### config.mk
export PLATFORM = sky130hd
export DESIGN_NAME = fact_job_sched
export DESIGN_NICKNAME = d
export VERILOG_FILES = /design/src/rtl/fact_job_sched.sv
export SDC_FILE = /design/constraint.sdc
export NUM_CORES = 1
export LEC_CHECK = 0
export ABC_CLOCK_PERIOD_IN_PS = 2350
export BUFFER_PORTS_ARGS = -buffer_cell sky130_fd_sc_hd__buf_2
export CORE_MARGIN = 3
export CORE_UTILIZATION = 50
export DETAILED_ROUTE_END_ITERATION = 12
export PLACE_DENSITY_LB_ADDON = 0.1
export SKIP_CTS_REPAIR_TIMING = 1
export SLEW_MARGIN = 30
export SYNTH_ARGS = -nofsm -noshare
export SYNTH_HDL_FRONTEND = slang
export SYNTH_SLANG_ARGS = --single-unit
### constraint.sdc
create_clock -name clk -period 2.35 [get_ports clk]
set_input_delay 0 -clock clk [delete_from_list [all_inputs] [get_ports clk]]
set_output_delay 0 -clock clk [all_outputs]
set_load 0.02 [all_outputs]
### src/rtl/fact_job_sched.sv
// Two-requester job scheduler in front of a factorial accelerator.
// Round-robin arbitration, operand range check, completion timeout and result capture.
module fact_job_sched #(
    parameter logic [15:0] TMO_CYCLES = 16'd1000
) (
    input  logic        clk,
    input  logic        rst,
    input  logic        req0,
    input  logic [3:0]  n0,
    input  logic        req1,
    input  logic [3:0]  n1,
    output logic        gnt0,
    output logic        gnt1,
    output logic        fact_go,
    output logic [3:0]  fact_n,
    input  logic        fact_done,
    input  logic [31:0] fact_result,
    output logic        busy,
    output logic        res_valid,
    output logic [31:0] res_value,
    output logic        res_owner,
    output logic        err
);

    typedef enum logic [1:0] {
        IDLE   = 2'd0,
        LAUNCH = 2'd1,
        WAIT   = 2'd2,
        REJECT = 2'd3
    } state_t;

    state_t      state;
    state_t      state_d;
    logic        last_owner;
    logic [15:0] tmo_cnt;
    logic        sel_valid;
    logic        sel_idx;
    logic [3:0]  sel_n;
    logic        tmo_hit;

    // On a tie the requester that did not win last time is chosen.
    always_comb begin
        sel_valid = req0 | req1;
        sel_idx   = (req0 && req1) ? ~last_owner : req1;
        sel_n     = sel_idx ? n1 : n0;
        tmo_hit   = (tmo_cnt == TMO_CYCLES - 16'd1);
    end

    always_comb begin
        state_d = state;
        gnt0    = 1'b0;
        gnt1    = 1'b0;
        fact_go = 1'b0;
        case (state)
            IDLE: begin
                if (sel_valid) begin
                    state_d = (sel_n > 4'd12) ? REJECT : LAUNCH;
                end
            end
            LAUNCH: begin
                fact_go = 1'b1;
                gnt0    = ~res_owner;
                gnt1    = res_owner;
                state_d = WAIT;
            end
            WAIT: begin
                if (fact_done || tmo_hit) begin
                    state_d = IDLE;
                end
            end
            REJECT: begin
                gnt0    = ~res_owner;
                gnt1    = res_owner;
                state_d = IDLE;
            end
            default: state_d = IDLE;
        endcase
    end

    always_ff @(posedge clk) begin
        if (!rst) begin
            state <= IDLE;
        end else begin
            state <= state_d;
        end
    end

    // busy also covers the cycle in which a finished job's result is first presented.
    always_ff @(posedge clk) begin
        if (!rst) begin
            last_owner <= 1'b1;
            fact_n     <= 4'd0;
            res_valid  <= 1'b0;
            res_value  <= 32'd0;
            res_owner  <= 1'b0;
            err        <= 1'b0;
            tmo_cnt    <= 16'd0;
            busy       <= 1'b0;
        end else begin
            busy <= (state_d != IDLE) || (state != IDLE);
            case (state)
                IDLE: begin
                    if (sel_valid) begin
                        last_owner <= sel_idx;
                        fact_n     <= sel_n;
                        res_valid  <= 1'b0;
                        err        <= 1'b0;
                        res_owner  <= sel_idx;
                    end
                end
                LAUNCH: tmo_cnt <= 16'd0;
                WAIT: begin
                    if (!fact_done) begin
                        tmo_cnt <= tmo_cnt + 16'd1;
                    end
                    // Completion wins over a timeout landing in the same cycle.
                    if (fact_done) begin
                        res_value <= fact_result;
                        res_valid <= 1'b1;
                        err       <= 1'b0;
                    end else if (tmo_hit) begin
                        res_value <= 32'd0;
                        res_valid <= 1'b1;
                        err       <= 1'b1;
                    end
                end
                REJECT: begin
                    res_value <= 32'd0;
                    res_valid <= 1'b1;
                    err       <= 1'b1;
                end
                default: ;
            endcase
        end
    end

endmodule

==> results_dict.tcl <==
set metrics [dict create \
    status "complete, but fails checks" \
    violations "hold timing" \
    required_ns 2.56 \
    netlist_area_mm2 0.00259 \
    slew_viol_final 0 \
    rows 25 \
    wl_per_cell_um 14.1 \
    ys_seq_area_share_pct 45.5 \
    hold_viol_final 2 \
    grt_pass1_vias 2346 \
    cts_root_buffer "clkbuf_8" \
    cts_tree "done" \
    routed_wl_um 6840 \
    synth-edff-count 0 \
    hold_path_class "in -> reg" \
    die_h_um 78.0 \
    clk_latency_ns 0.33 \
    start_kind "register" \
    whs_path_depth 3 \
    tightestPinTransition_ns 0.691 \
    final_common_cell "buf_2" \
    setup-violations-final 0 \
    n_fill_cell 374 \
    setup-tns-final_ns 0 \
    ir_drop_v 0.000471 \
    cts.sink_count 59 \
    antenna_found_initial 0 \
    drive_above_1_share_pct 28.0 \
    num_io_pins 88 \
    vias 2694 \
    grt_overflow 0 \
    fin_nets 459 \
    drv_cap 0 \
    dp.cells 437 \
    grt_first_pass_wirelength_um 10500 \
    grt_setup_unrepaired "no" \
    synthDistinctLibCells 38 \
    die_w_um 78.0 \
    n_antenna_cell 0 \
    cts_max_path_buffers 2 \
    ys_async_sr_fraction_pct 0 \
    yosysWarnings 0 \
    dieArea_mm2 0.00609 \
    period_needed_ns 1.84 \
    cp.arrival_ns 2.05 \
    vias_per_cell 5.55 \
    instances_no_fill 485 \
    p_leak_uw 0.00147 \
    hold_ws_ns -0.0225 \
    regArea_mm2 0.00118 \
    dr.pass1.iters 4 \
    p_per_area_mw_per_mm2 677 \
    grtUsageTotal_pct 21.1 \
    postSynthAreaPerCell_um2 8.67 \
    worst-setup-path-type "reg -> reg" \
    drc 0 \
    coreArea_mm2 0.00488 \
    clock.fmax_mhz 544 \
    gp_congestion 0.857 \
    htreeDepth 3 \
    max_slew_margin_pct 53.9 \
    syn_inst 299 \
    syn_nets 345 \
    drt_iter0_markers 154 \
    ys.flop_type "dfxtp_1" \
    cp_max_fo 14 \
    antenna_left 0 \
    clock_skew_ns 0.0110 \
    ys_ff_latch 59 \
    rr_worst_depth 4 \
    final_cell_mix "87 x buf_2, 59 x dfxtp_1, 40 x nand2_1, 40 x a21oi_1, 33 x a311oi_1" \
    cp-end-kind "register" \
    cts_made_buffers 9 \
    syn2layout_area_growth_pct 40.2 \
    path_clk_slew_ns 0.07 \
    fin_crit_sh_pct 78.2 \
    portBuffers 87 \
    multi_input_area_mm2 0.00130 \
    grt_max_degree 66 \
    start_util_pct 53.2 \
    place_hpwl_um 4130 \
]
## synth_stat cells (2+ instances only)
library cell	count	share of area [%]
a21oi_1	40	7.7
nor3_1	4	0.77
mux2_2	2	0.87
nor3b_1	2	0.58
mux2i_1	10	3.9
a311oi_1	33	11
nor4b_1	2	0.68
nand2_1	40	5.8
nand4_1	4	0.96
inv_1	6	0.87
nor2_1	14	2.0
a31o_2	3	1.0
nand3_1	17	3.3
a41o_1	3	1.2
clkbuf_1	20	2.9
and3b_1	2	0.68
o211ai_1	4	1.2
buf_2	3	0.58
nand2b_1	4	0.96
dfxtp_1	59	46
a211oi_1	4	1.2
or3_1	3	0.72
nor4_1	3	0.72
a2111oi_0	3	1.0
## critical path, stage by stage, from the launching register on
cell     delay (ns)
dfxtp_1        0.38
or3b_4         0.48
or3_1          0.41
or3_1          0.33
mux2i_1        0.12
## logic make-up (layout without fill, tap and decap cells)
logic type	after synthesis	in the layout	synth area share, %
simple gates	100	100	18.7
flops	59	59	45.5
buf+inv	31	150	4.63
fa+ha+maj	1	1	0.482
compound gates	96	96	26.0
mux	12	12	4.73
## report_power, final
part / internal (uW) / switching (uW) / total [uW] / leakage (uW)
Sequential: 1040 / 23.7 / 1060 / 0.000479
Combinational: 163 / 223 / 386 / 0.000876
Clock: 627 / 387 / 1010 / 0.000111
Total: 1830 / 633 / 2460 / 0.00147
## sequential cells by signal, indices dropped and copies added, names as in the netlist
signal,count
busy,1
err,1
res_valid,1
last_owner,1
fact_n,4
res_value,32
res_owner,1
state,2
tmo_cnt,16
## area by class of cell
cell class / count / share of cell area (%)
repair buffers: 127 / 22.8
inverters: 7 / 0.723
clock inverters: 4 / 2.03
well taps: 67 / 2.31
flip-flops and latches: 59 / 32.5
clock buffers: 12 / 3.99
multi-input cells: 209 / 35.7
## routing by layer
metal / GRT usage, % / vias to the layer above / wire (um) / share of wire, %
li1: - / 1369 / - / -
met1: 26.5 / 1218 / 3020 / 44
met2: 33.0 / 95 / 3250 / 48
met3: 5.85 / 12 / 441 / 6.5
met4: 10.7 / 0 / 123 / 1.8
met5: 0 / - / 0 / 0
## stage by stage
step           instance area (um2)  hold WS [ns]  total power, uW  util (%)  setup slack [ns]
5_1_grt                       3640      0.000916             2560      74.5             0.302
6_report                      3640       -0.0225             2460      74.5             0.512
2_1_floorplan                 2590         0.163             1300         -             0.672
3_5_place_dp                  3100         0.286             1430      63.5             0.521
3_3_place_gp                  3100         0.278             1420      63.5             0.548
4_1_cts                       3320       -0.0683             2440      67.9             0.511
## worst paths after layout
kind | end | slack (ns) | start
setup / recovery | tmo_cnt[12] | 0.51 | state[0]
hold / removal | busy | -0.02 | req1
setup reg to reg | tmo_cnt[12] | 0.51 | state[0]
hold reg to reg | fact_n[3] | 0.50 | fact_n[3]
No activity file was read; power rests on OpenSTA's default activity.
